## src/rtl/bus_periph_ctrl.sv

```systemverilog
// bus_periph_ctrl: registered bridge from the CPU bus to text area and PSRAM.
// Ports: clk_i/rstn_i, i_bus_* request, o_bus_* response, o_text_*/i_text_*
//        text-area side, o_psram_*/i_psram_* PSRAM controller side.
module bus_periph_ctrl #(
    parameter logic [7:0]  TEXT_BASE  = 8'h10,
    parameter logic [7:0]  PSRAM_BASE = 8'h40,
    parameter int          TIMEOUT    = 255,
    parameter int          TO_W       = 8,
    parameter logic [31:0] ERR_DATA   = 32'h0000_0000
) (
    input  logic        clk_i,
    input  logic        rstn_i,
    input  logic        i_bus_stb,
    input  logic        i_bus_we,
    input  logic [31:0] i_bus_addr,
    input  logic [31:0] i_bus_wr_data,
    output logic [31:0] o_bus_rd_data,
    output logic        o_bus_rd_ready,
    output logic        o_bus_err,
    output logic        o_bus_busy,
    output logic        o_text_cs,
    output logic        o_text_stb,
    output logic        o_text_we,
    output logic [6:0]  o_text_addr,
    output logic [7:0]  o_text_data,
    input  logic [7:0]  i_text_data,
    input  logic        i_text_ready,
    output logic        o_psram_cs,
    output logic        o_psram_stb,
    output logic        o_psram_we,
    output logic [23:0] o_psram_addr,
    output logic [15:0] o_psram_data,
    input  logic [15:0] i_psram_data,
    input  logic        i_psram_done,
    input  logic        i_psram_busy
);

    typedef enum logic [2:0] {
        IDLE, TEXT_ACC, PSRAM_WAIT, PSRAM_ACC, RESP
    } state_t;

    function automatic logic is_text(input logic [7:0] top);
        return top == TEXT_BASE;
    endfunction

    // PSRAM window is 8 MB: bit 23 must be clear
    function automatic logic is_psram(input logic [8:0] top9);
        return top9 == {PSRAM_BASE, 1'b0};
    endfunction

    state_t            state_q, state_d;
    logic [TO_W-1:0]   cnt_q, cnt_d;
    logic              we_q, we_d;
    logic [31:0]       addr_q, addr_d;
    logic [15:0]       wdata_q, wdata_d;
    logic              err_q, err_d;
    logic              hold_q, hold_d;
    logic [31:0]       rdata_q, rdata_d;
    logic              tstb_q, tstb_d;
    logic              pstb_q, pstb_d;
    logic              to_hit;
    logic              unused_wdata;

    // only the low 16 bits reach any peripheral
    assign unused_wdata = ^i_bus_wr_data[31:16];

    assign to_hit = (cnt_q == TO_W'(TIMEOUT - 1));

    always_comb begin
        state_d = state_q;
        cnt_d   = cnt_q;
        we_d    = we_q;
        addr_d  = addr_q;
        wdata_d = wdata_q;
        err_d   = err_q;
        hold_d  = 1'b0;
        rdata_d = rdata_q;
        tstb_d  = 1'b0;
        pstb_d  = 1'b0;
        unique case (state_q)
            IDLE: begin
                if (i_bus_stb) begin
                    we_d    = i_bus_we;
                    addr_d  = i_bus_addr;
                    wdata_d = i_bus_wr_data[15:0];
                    cnt_d   = '0;
                    err_d   = 1'b0;
                    if (is_text(i_bus_addr[31:24])) begin
                        state_d = TEXT_ACC;
                        tstb_d  = 1'b1;
                    end else if (is_psram(i_bus_addr[31:23])) begin
                        state_d = PSRAM_WAIT;
                    end else begin
                        // extra RESP cycle gives unmapped accesses the
                        // same latency as a text write
                        state_d = RESP;
                        err_d   = 1'b1;
                        hold_d  = 1'b1;
                        rdata_d = ERR_DATA;
                    end
                end
            end
            TEXT_ACC: begin
                if (we_q) begin
                    state_d = RESP;
                    rdata_d = '0;
                end else if (i_text_ready) begin
                    state_d = RESP;
                    rdata_d = {24'b0, i_text_data};
                end else if (to_hit) begin
                    state_d = RESP;
                    err_d   = 1'b1;
                    rdata_d = ERR_DATA;
                end else begin
                    cnt_d = cnt_q + TO_W'(1);
                end
            end
            PSRAM_WAIT: begin
                if (to_hit) begin
                    state_d = RESP;
                    err_d   = 1'b1;
                    rdata_d = ERR_DATA;
                end else begin
                    cnt_d = cnt_q + TO_W'(1);
                    if (!i_psram_busy) begin
                        state_d = PSRAM_ACC;
                        pstb_d  = 1'b1;
                    end
                end
            end
            PSRAM_ACC: begin
                // completion beats a timeout landing on the same cycle
                if (i_psram_done) begin
                    state_d = RESP;
                    rdata_d = we_q ? 32'b0 : {16'b0, i_psram_data};
                end else if (to_hit) begin
                    state_d = RESP;
                    err_d   = 1'b1;
                    rdata_d = ERR_DATA;
                end else begin
                    cnt_d = cnt_q + TO_W'(1);
                end
            end
            RESP: begin
                if (!hold_q) begin
                    state_d = IDLE;
                end
            end
            default: state_d = IDLE;
        endcase
    end

    always_ff @(posedge clk_i or negedge rstn_i) begin
        if (!rstn_i) begin
            state_q <= IDLE;
            cnt_q   <= '0;
            we_q    <= 1'b0;
            addr_q  <= '0;
            wdata_q <= '0;
            err_q   <= 1'b0;
            hold_q  <= 1'b0;
            rdata_q <= '0;
            tstb_q  <= 1'b0;
            pstb_q  <= 1'b0;
        end else begin
            state_q <= state_d;
            cnt_q   <= cnt_d;
            we_q    <= we_d;
            addr_q  <= addr_d;
            wdata_q <= wdata_d;
            err_q   <= err_d;
            hold_q  <= hold_d;
            rdata_q <= rdata_d;
            tstb_q  <= tstb_d;
            pstb_q  <= pstb_d;
        end
    end

    assign o_bus_busy     = (state_q != IDLE);
    assign o_bus_rd_ready = (state_q == RESP) && !hold_q;
    assign o_bus_err      = o_bus_rd_ready && err_q;
    assign o_bus_rd_data  = rdata_q;

    assign o_text_cs   = o_bus_busy && is_text(addr_q[31:24]);
    assign o_text_stb  = tstb_q;
    assign o_text_we   = o_text_cs && we_q;
    assign o_text_addr = addr_q[6:0];
    assign o_text_data = wdata_q[7:0];

    assign o_psram_cs   = o_bus_busy && is_psram(addr_q[31:23]);
    assign o_psram_stb  = pstb_q;
    assign o_psram_we   = o_psram_cs && we_q;
    assign o_psram_addr = addr_q[23:0];
    assign o_psram_data = wdata_q;

endmodule

```

## config.mk

```make
export PLATFORM = sky130hd
export DESIGN_NAME = bus_periph_ctrl
export DESIGN_NICKNAME = d
export VERILOG_FILES = /design/src/rtl/bus_periph_ctrl.sv
export SDC_FILE = /design/constraint.sdc
export NUM_CORES = 1
export LEC_CHECK = 0
export ABC_AREA = 0
export CAP_MARGIN = 20
export CORE_ASPECT_RATIO = 0.9
export CORE_UTILIZATION = 42
export DETAILED_ROUTE_END_ITERATION = 8
export MAX_ROUTING_LAYER = met4
export PLACE_DENSITY = 0.81
export SYNTH_ARGS = -nofsm -noshare
export SYNTH_HDL_FRONTEND = slang
export SYNTH_SLANG_ARGS = --single-unit
export TNS_END_PERCENT = 50
```

## constraint.sdc

```tcl
create_clock -name clk_i -period 2.6 [get_ports clk_i]
set_clock_uncertainty 0.15 [all_clocks]
set_input_delay 0.52 -clock clk_i [delete_from_list [all_inputs] [get_ports clk_i]]
set_output_delay 0.52 -clock clk_i [all_outputs]
set_load 0.01 [all_outputs]
```

Word-level counts from Yosys, hierarchy flattened

Cells that the tools add are included.

Flip-flop bits (word level): 96
Input bits: 95
Word-level logic and storage cells: 84

Add/subtract/negate cells: 1
Equality and inequality tests: 17
Multiplexer cells: 42
Reductions and logical operators: 14

Operators with widths:

| cell                | number |
|---|---|
| $mux 32             | 7 |
| $pmux 32 s4         | 1 |
| $mux 8              | 5 |
| $pmux 8 s4          | 1 |
| $mux 3              | 10 |
| $eq 9x8->1 const B  | 2 |
| $eq 8x5->1 const B  | 2 |
| $mux 16             | 1 |
| $mux 1              | 15 |
| $pmux 3 s5          | 1 |
| $ne 2x2->1 const B  | 7 |
| $add 8x1->8 const B | 1 |
| $eq 8x8->1 const B  | 1 |
| $eq 3x2->1 const B  | 2 |
| $logic_and 1x1->1   | 6 |
| $reduce_and 5->1    | 1 |
| $pmux 1 s4          | 1 |
| $reduce_and 4->1    | 1 |
| $reduce_bool 4->1   | 1 |
| $eq 3x1->1 const B  | 1 |
| $eq 3x3->1 const B  | 1 |
| $logic_not 3->1     | 1 |
| $ne 3x3->1 const B  | 1 |
| $reduce_and 3->1    | 1 |
| other kinds (3)     | 3 |

Depth between registers and ports, before layout

Gate-level depths: netlist of run 1.

Depth in word-level cells: 5
Depth in mapped cells: 9

Worst setup path before layout of run 1

No wires, ideal clock.

Kind: flip-flop to output port
From: reg state_q[1]
To: out o_psram_we
Arrival: 1,632 ps
Path slack: 298 ps
Cell stages (with the launch flop): 9
Cells stage by stage: dfrtp_1 buf_6 or2_1 buf_6 nor2_2 inv_2 nand3_1 nor4b_1 and2_1

Word-level cells in the longest chain between the ends: 3

Ends and longest elaborated chain:

| element                | RTL line | RTL |
|---|---|---|
| start, declared        | 51       | `state_t state_q, state_d;` |
| start signal, assigned | 166      | `state_q <= state_d;` |
| $reduce_bool 3->1      | 179      | `assign o_bus_busy = (state_q != IDLE);` |
| named net o_bus_busy   | 20       | `output logic o_bus_busy,` |
| $logic_and 1x1->1      | 190      | `assign o_psram_cs = o_bus_busy && is_psram(addr_q[31:23]);` |
| named net o_psram_cs   | 28       | `output logic o_psram_cs,` |
| $logic_and 1x1->1      | 192      | `assign o_psram_we = o_psram_cs && we_q;` |
| end, declared          | 30       | `output logic o_psram_we,` |

The timed path passes the listed nets, and every way through them passes these cells.

Worst setup path after layout of run 1

From: reg state_q[1]
To: out o_bus_err

Word-level cells in the longest chain between the ends: 3

Ends and longest elaborated chain:

| element           | RTL line | RTL |
|---|---|---|
| $eq 3x3->1        | 180      | `assign o_bus_rd_ready = (state_q == RESP) && !hold_q;` |
| $logic_and 1x1->1 | 180      |  |
| $logic_and 1x1->1 | 181      | `assign o_bus_err = o_bus_rd_ready && err_q;` |
| end, declared     | 19       | `output logic o_bus_err,` |

Every way passes these cells.

==> impl_metrics.json, run 1 <==
{
  "totalWireLength_mm": 10.6,
  "placedCellCount": 698,
  "synth_area_leaders": "dfrtp_1 56%, nand2_1 14%, buf_4 7.2%",
  "synth_ff_type": "dfrtp_1",
  "reg2reg_depth": 7,
  "crit_arrival_ps": 1860,
  "drive_gt1_share_pct": 11.4,
  "reg2reg_to": "o_bus_rd_data[3]",
  "syn-num-nets": 534,
  "num_rows": 34,
  "hp-class": "flip-flop to flip-flop",
  "worstSetupEndpoint": "o_bus_err",
  "io_buffers": 174,
  "crit_chain": "buf_4 > nor2_4 > nand2_1 > nor2_2 > and2_1 > clkdlybuf4s50_1",
  "cts_made_buffers": 9,
  "p_leak_uw": 0.00289,
  "cpMaxStageDelayCell": "clkdlybuf4s50_1",
  "postSynthCellCount": 437,
  "fmax_ghz": 0.395,
  "instances_no_fill": 716,
  "dieArea_um2": 10600,
  "rsz0062_at_grt": "true",
  "ant_nets": 0,
  "seq_area_frac_synth_pct": 56.2,
  "period_needed_ps": 2530,
  "whs_ps": 325,
  "synth-edff-count": 0,
  "yosysTopAreaCell": "dfrtp_1",
  "grt_pass1_wl_mm": 17.5,
  "cts_sinks": 96,
  "start_kind": "flip-flop",
  "whs_path_depth": 2,
  "drc_errors": 0,
  "ys_types": 48,
  "maxCapViolations": 0,
  "h-tree-depth": 3,
  "reg2reg_from": "cnt_q[0]",
  "hold_viol_final": 0,
  "gr-total-overflow": 0,
  "grt_pass1_vias": 3578,
  "slew_violations": 0,
  "clockBufferDepth": 2,
  "rrSetupSlack_ps": 350,
  "antenna_found_initial": 0,
  "wl_per_cell_um": 14.8,
  "wl_met3_um": 614,
  "worst_pin_slew_ps": 973,
  "highest_layer": "met4",
  "viasPerCell": 4.86,
  "die_h_um": 97.7,
  "vias": 3480,
  "antennaDiodeCount": 0,
  "wl_met1_mm": 4.54,
  "root_buffer": "clkbuf_16",
  "clk_latency_ps": 340,
  "cellPowerDensity_nw_per_um2": 863,
  "postSynthAreaPerCell_um2": 9.78,
  "tritoncts": "built",
  "stdcell_area_um2": 6310,
  "slowest_delay_ps": 530,
  "yosysMostFrequentCell": "nand2_1",
  "synth_common_cells": "156 x nand2_1, 96 x dfrtp_1, 41 x buf_4",
  "grt_usage_pct": 21.8,
  "outcome": "finished clean",
  "yosys_warnings": 0,
  "pin_count": 191,
  "detailed_place.area_um2": 5950,
  "fin_nets": 682,
  "cp-end-kind": "output port",
  "cts.clk_slew.worst_paths_ps": 70,
  "synthArstFlopShare_pct": 100,
  "crit_required_ps": 1930,
  "routed-wl-met2_mm": 5.29,
  "crit_type": "flip-flop to output port",
  "first_iter_violations": 96,
  "finalPower_uw": 5440,
  "gp_congestion": 0.825,
  "grt_max_degree": 71,
  "fp.dieW_um": 108,
  "cp-startpoint": "state_q[1]",
  "setup_viol": 0,
  "first_pass_iters": 6,
  "tns_ps": 0,
  "dp_hpwl_mm": 7.70,
  "synth-seq-cells": 96,
  "irDropWorstVdd_v": 0.000563,
  "core_um2": 9780,
  "maxSlewHeadroom_pct": 35.0,
  "yosysTopAreaCellShare_pct": 56.2,
  "min_period_over_period_pct": 97.4,
  "synthesis.area_um2": 4270,
  "crit_fanout": 7,
  "start_util_pct": 43.7,
  "syn_to_final_growth_pct": 47.6
}
-- power by group --
group	total [uW]	switching [uW]	internal (uW)
sequential	2110	258	1860
combinational	1960	891	1070
clock	1370	602	769
-- metal layers --
metal,GRT usage [%],vias to the layer above
met1,27.0,1660
li1,-,1669
met4,6.55,0
met5,-,-
met3,3.42,14
met2,36.7,137
-- kinds of logic (layout without fill, tap and decap cells) --
kind of cell / after synthesis / in the layout / synth area share, %
DFF: 96 / 96 / 56.2
and+or+nand+nor: 232 / 232 / 24.9
buffers and inverters: 66 / 219 / 9.95
adders and majority gates: 2 / 2 / 0.585
AOI/OAI and AO/OA: 36 / 36 / 7.38
xor gates and xnor gates: 5 / 5 / 1.02
-- flip-flops by register name, summed over array words and instances, names as in the netlist --
signal / flops
err_q: 1
o_psram_data: 16
addr_q: 32
we_q: 1
o_bus_rd_data: 32
hold_q: 1
cnt_q: 8
o_psram_stb: 1
state_q: 3
o_text_stb: 1
-- how the worst min path moves through the flow --
stage / start / end
final: o_psram_data[13] / o_psram_data[13]
after global routing: o_psram_data[13] / o_psram_data[13]
after CTS: o_psram_data[13] / o_psram_data[13]
after global placement: rstn_i / o_text_stb
after floorplan: rstn_i / addr_q[0]
after detailed placement: o_psram_data[13] / o_psram_data[13]
-- timing repair --
item	in CTS	in global routing
endpoints found under the hold margin	26	0
resized for setup	16	1
endpoints found under the setup margin	5	4
hold buffers	1	0
setup buffers	1	0
pin swaps	3	2
-- per-stage QoR --
stage	util, %	worst slack [ps]
4_1_cts	64.4	1.61
2_1_floorplan	-	298
6_report	64.5	67.3
3_3_place_gp	60.8	-77.7
5_1_grt	64.5	-21.2
3_5_place_dp	60.8	-146
-- critical path, delay by kind of cell, from the launching register on --
family / cells / cell delay (ps)
buf+inv: 2 / 700
flops: 1 / 380
simple gates: 4 / 450
-- area by class of cell --
type | instances | area (um2)
fillers | 826 | 3470
multi-input cells | 275 | 1500
inverters | 10 | 37.5
clock inverters | 7 | 90.1
well taps | 126 | 158
repair buffers | 193 | 1900
clock buffers | 9 | 225
flip-flops and latches | 96 | 2400
-- placed cells by master, fill, tap and decap left out, types with 3 or more instances in the layout --
cell and instances:
nand2_1 155, and2_1 21, o21ai_2 8, nor3_1 4
nand3_1 6, nor2_1 9, or3_1 3, a21oi_1 3
a22oi_1 8, nand4_1 3, a22o_1 8, clkdlybuf4s50_1 169
buf_4 18, clkbuf_16 9, dfrtp_1 96, xnor2_1 5
inv_1 9, nor4_1 4
(Power assumes the default switching activity.)
==> run 2, diff against run 1 <==
--- a/config.mk
+++ b/config.mk
@@ -9,6 +9,7 @@
 export CAP_MARGIN = 20
 export CORE_ASPECT_RATIO = 0.9
 export CORE_UTILIZATION = 42
+export CTS_CLUSTER_SIZE = 25
 export DETAILED_ROUTE_END_ITERATION = 8
 export MAX_ROUTING_LAYER = met4
 export PLACE_DENSITY = 0.81
==> constraint.sdc (replaced) <==
create_clock -name clk_i -period 2.8 [get_ports clk_i]
set_clock_uncertainty 0.15 [all_clocks]
set_input_delay 0.56 -clock clk_i [delete_from_list [all_inputs] [get_ports clk_i]]
set_output_delay 0.56 -clock clk_i [all_outputs]
set_load 0.01 [all_outputs]
==> run 2 against run 1 <==
  * Wire length is 1.8% lower
  * Cell count is 0.84% lower
  * Core utilization decreased by 0.68 points
  * Setup slack improved by 43 ps
  * Die area did not move
  * Global-route usage fell by 1.0 points
  * Register-to-register slack better by 190 ps
  * Clock power down 13%
  * Non-clock buffer count is 6 lower
  * Final area is 1.1% lower
  * Largest power group unchanged
==> impl_metrics.json, run 2 (same netlist as run 1, synthesis figures left out) <==
{
  "reg2reg_depth": 7,
  "root_buffer": "clkbuf_16",
  "slew_violations": 0,
  "antennaDiodeCount": 0,
  "outcome": "finished clean",
  "gp_congestion": 0.818,
  "start_util_pct": 43.7,
  "crit_fanout": 7,
  "tritoncts": "built",
  "min_period_over_period_pct": 96.1,
  "crit_type": "flip-flop to output port",
  "setup_viol": 0,
  "worst_pin_slew_ps": 941,
  "maxCapViolations": 0,
  "irDropWorstVdd_v": 0.000484,
  "finalPower_uw": 4970,
  "core_um2": 9780,
  "cellPowerDensity_nw_per_um2": 796,
  "drc_errors": 0,
  "grt_pass1_wl_mm": 16.6,
  "crit_arrival_ps": 1980,
  "hold_buffers": 0,
  "h-tree-depth": 3,
  "antenna_found_initial": 0,
  "nFillCells": 809,
  "rsz0062_at_grt": "false",
  "dieArea_um2": 10600,
  "fp.dieW_um": 108,
  "hp-class": "input port to asynchronous set/reset pin",
  "mostFrequentLayoutCells": "169 x clkdlybuf4s50_1, 155 x nand2_1, 96 x dfrtp_1, 21 x and2_1, 12 x buf_4",
  "crit_required_ps": 2090,
  "detailed_place.area_um2": 5930,
  "p_leak_uw": 0.00287,
  "tns_ps": 0,
  "final_common_cell": "clkdlybuf4s50_1",
  "io_buffers": 174,
  "clk_latency_ps": 330,
  "stdcell_area_um2": 6240,
  "clockBufferDepth": 2,
  "whs_ps": 65.1,
  "viasPerCell": 4.78,
  "ant_nets": 0,
  "totalWireLength_mm": 10.4,
  "vias": 3397,
  "grt_pass1_vias": 3389,
  "cts_sinks": 96,
  "cts.clk_slew.worst_paths_ps": 70,
  "cts_made_buffers": 9,
  "period_needed_ps": 2690,
  "first_pass_iters": 4,
  "fmax_ghz": 0.372,
  "maxSlewHeadroom_pct": 37.1,
  "gr-total-overflow": 0,
  "grt_max_degree": 44,
  "pin_count": 191,
  "hold_viol_final": 0,
  "start_kind": "flip-flop",
  "drive_gt1_share_pct": 10.1,
  "grt_usage_pct": 20.8,
  "first_iter_violations": 175,
  "num_rows": 34,
  "finish.utilization_pct": 63.8,
  "wl_per_cell_um": 14.6,
  "fin_nets": 676,
  "cp-end-kind": "output port",
  "syn_to_final_growth_pct": 46.1,
  "die_h_um": 97.7,
  "dp_hpwl_mm": 7.67
}
-- run 2: cell types whose count changed in the layout (fill, tap and decap cells not counted), sizes merged --
cell / delta
dlygate4sd3: -1
dlymetal6s2s: +1
clkinvlp: -1
clkinv: +2
bufinv: -1
buf: -6
-- run 2: layout make-up --
class	count	area (um2)	area share, %
clock inverters	7	70.1	1.12
flip-flops and latches	96	2400	38.5
inverters	10	37.5	0.601
clock buffers	9	225	3.61
repair buffers	187	1870	30.0
multi-input cells	275	1480	23.7
well taps	126	158	2.53
-- run 2: metal layers --
layer  share of wire (%)  wire length (um)  up-vias  GRT usage, %
met4                0.92                95        0          5.30
met1                  44              4540     1615          26.3
met5                   0                 0        -             -
li1                    -                 -     1653             -
met2                  49              5100      120          34.8
met3                 6.2               644        9          3.22
-- run 2: path summary, 6_finish.rpt --
path,from,endpoint,slack (ps)
setup / recovery,state_q[1],o_bus_err,110
hold / removal,rstn_i,o_text_stb,70
setup reg to reg,cnt_q[0],o_bus_rd_data[7],540
hold reg to reg,o_psram_data[15],o_psram_data[15],330
max in group asynchronous,rstn_i,o_psram_data[0],1690
min in group clk_i,o_psram_data[15],o_psram_data[15],330
-- run 2: per-stage QoR --
step                      setup slack (ps)  instances
after floorplan                        458        437
final                                  110        710
after CTS                            -7.49        709
after global placement                57.2        693
after detailed placement              10.1        693
after global routing                  17.5        710
-- run 2: critical path, cell delays in order, from the launching register on --
cell and delay, ps:
dfrtp_1 380, buf_4 160, nor2_1 220, nand2_1 80
nor2_1 120, and2_1 140, clkdlybuf4s50_1 550
-- run 2: timing repair --
item | in CTS | in global routing
gates resized for setup | 5 | 2
pin swaps | 2 | 2
buffers inserted | 0 | 1
endpoints found under the setup margin | 3 | 1
-- run 2: report_power, final --
part / internal [uW] / switching [uW] / leakage (uW) / total [uW]
logic: 992 / 820 / 0.00147 / 1810
registers: 1720 / 239 / 0.00125 / 1960
clock network: 628 / 566 / 0.000147 / 1190
==> run 3, diff against run 2 <==
--- a/config.mk
+++ b/config.mk
@@ -8,11 +8,11 @@
 export ABC_AREA = 0
 export CAP_MARGIN = 20
 export CORE_ASPECT_RATIO = 0.9
-export CORE_UTILIZATION = 42
+export CORE_UTILIZATION = 35
 export CTS_CLUSTER_SIZE = 25
 export DETAILED_ROUTE_END_ITERATION = 8
-export MAX_ROUTING_LAYER = met4
-export PLACE_DENSITY = 0.81
+export GPL_TIMING_DRIVEN = 0
+export PLACE_DENSITY = 0.69
 export SYNTH_ARGS = -nofsm -noshare
 export SYNTH_HDL_FRONTEND = slang
 export SYNTH_SLANG_ARGS = --single-unit
==> run 3 against run 2 <==
  * Non-clock buffer count up 47
  * Core utilization down 7.4 points
  * Clock-buffer cell count unchanged
  * Wire length up 4.7%
  * First-iteration DRC count up 1.7%
  * Clock power about the same
  * Final area up 5.5%
  * Global-route usage down 3.4 points
  * Via count up 5.8%
  * Sequential share of layout area down 2.0 points
  * Cell count up 11%
==> impl_metrics.json, run 3 (same netlist as run 1, synthesis figures left out) <==
{
  "regArea_um2": 2400,
  "hold_viol_final": 0,
  "min_period_over_period_pct": 96.3,
  "root_buffer": "clkbuf_16",
  "antennaDiodeCount": 0,
  "crit_buf_inv": 2,
  "hp-class": "input port to asynchronous set/reset pin",
  "gr-total-overflow": 0,
  "maxSlewHeadroom_pct": 39.6,
  "period_needed_ps": 2700,
  "mostFrequentLayoutCells": "168 x clkdlybuf4s50_1, 156 x nand2_1, 96 x dfrtp_1, 44 x buf_4, 22 x and2_1",
  "fmax_ghz": 0.371,
  "die_h_um": 107,
  "fin_nets": 723,
  "setup_viol": 0,
  "drc_errors": 0,
  "whs_ps": 16.8,
  "num_rows": 37,
  "outcome": "finished clean",
  "drive_gt1_share_pct": 15.1,
  "io_buffers": 174,
  "h-tree-depth": 3,
  "first_iter_violations": 178,
  "cellPowerDensity_nw_per_um2": 815,
  "finish.utilization_pct": 56.5,
  "wl_per_cell_um": 13.8,
  "rsz0062_at_grt": "false",
  "rrSetupSlack_ps": 370,
  "crit_type": "flip-flop to output port",
  "fp.dieW_um": 118,
  "start_kind": "flip-flop",
  "worst_pin_slew_ps": 899,
  "cp-end-kind": "output port",
  "reg2reg_to": "o_bus_rd_data[6]",
  "cts_made_buffers": 9,
  "grt_pass1_wl_mm": 17.2,
  "crit_chain": "buf_4 > nor2_1 > nand2_1 > nor2_1 > and2_1 > clkdlybuf4s50_1",
  "crit_cells": 6,
  "nFillCells": 1048,
  "crit_arrival_ps": 1990,
  "crit_required_ps": 2090,
  "clk_latency_ps": 340,
  "slew_violations": 0,
  "first_pass_iters": 4,
  "tritoncts": "built",
  "critPathTopFamily": "buffers and inverters",
  "irDropWorstVdd_v": 0.000531,
  "totalWireLength_mm": 10.9,
  "crit_fanout": 5,
  "syn_to_final_growth_pct": 54.1,
  "cpMaxStageDelayCell": "clkdlybuf4s50_1",
  "final_common_cell": "clkdlybuf4s50_1",
  "dieArea_um2": 12700,
  "crit_top_cell": "nor2_1",
  "core_um2": 11700,
  "ant_nets": 0,
  "grt_pass1_vias": 3454,
  "grt_usage_pct": 17.4,
  "p_leak_uw": 0.00306,
  "viasPerCell": 4.57,
  "clockBufferDepth": 2,
  "maxCapViolations": 0,
  "antenna_found_initial": 0,
  "multi_input_area_um2": 1480,
  "dp_hpwl_mm": 8.03,
  "grt_max_degree": 65,
  "pin_count": 191,
  "hold_buffers": 0,
  "slowest_delay_ps": 550,
  "vias": 3595,
  "reg2reg_depth": 5,
  "start_util_pct": 36.6,
  "reg2reg_from": "state_q[2]",
  "cts.clk_slew.worst_paths_ps": 60,
  "gp_congestion": 0.811,
  "cts_sinks": 96
}
==> run 3: final cells by class <==
cell class | count | area share (%)
clock inverters | 6 | 1.06
flip-flops and latches | 96 | 36.5
plain buffers | 56 | 5.89
inverters | 10 | 0.570
well taps | 156 | 2.96
repair buffers | 178 | 27.1
multi-input cells | 275 | 22.5
clock buffers | 9 | 3.42
==> run 3: report_power, final <==
group	total (uW)	switching (uW)	internal, uW
Sequential	1970	249	1720
Combinational	2180	894	1280
Clock	1210	523	691
Total	5370	1670	3700
==> run 3: worst max path at each step <==
stage | startpoint | slack (ps) | end
after global routing | state_q[0] | 20 | o_bus_err
after detailed placement | i_bus_addr[30] | -60 | o_bus_rd_data[23]
final | state_q[0] | 100 | o_bus_err
after CTS | state_q[1] | 30 | o_psram_we
after global placement | rstn_i | -2550 | o_psram_data[8]
after floorplan | state_q[1] | 460 | o_psram_we
==> run 3: through the flow <==
stage	instances	power [uW]	setup slack [ps]	instance area, um2	setup TNS (ps)
floorplan	437	3020	458	4270	0
global placement	767	4110	-2550	6210	-244070
detailed placement	769	4150	-55.6	6240	-599
CTS	786	5430	25.5	6580	0
global route	786	5690	19.1	6590	0
finish	786	5370	105	6590	0
==> run 3: timing repair <==
item | CTS | global route
resized for setup | 9 | 3
setup endpoints to repair | 4 | 2
pin swaps | 1 | 1
setup buffers | 2 | 0
==> run 3: layer usage <==
metal	wire length, um	global-route usage [%]	vias up
li1	-	-	1755
met1	5040	22.0	1700
met2	4990	29.0	129
met3	721	4.57	11
met4	114	5.61	0
met5	0	0	-
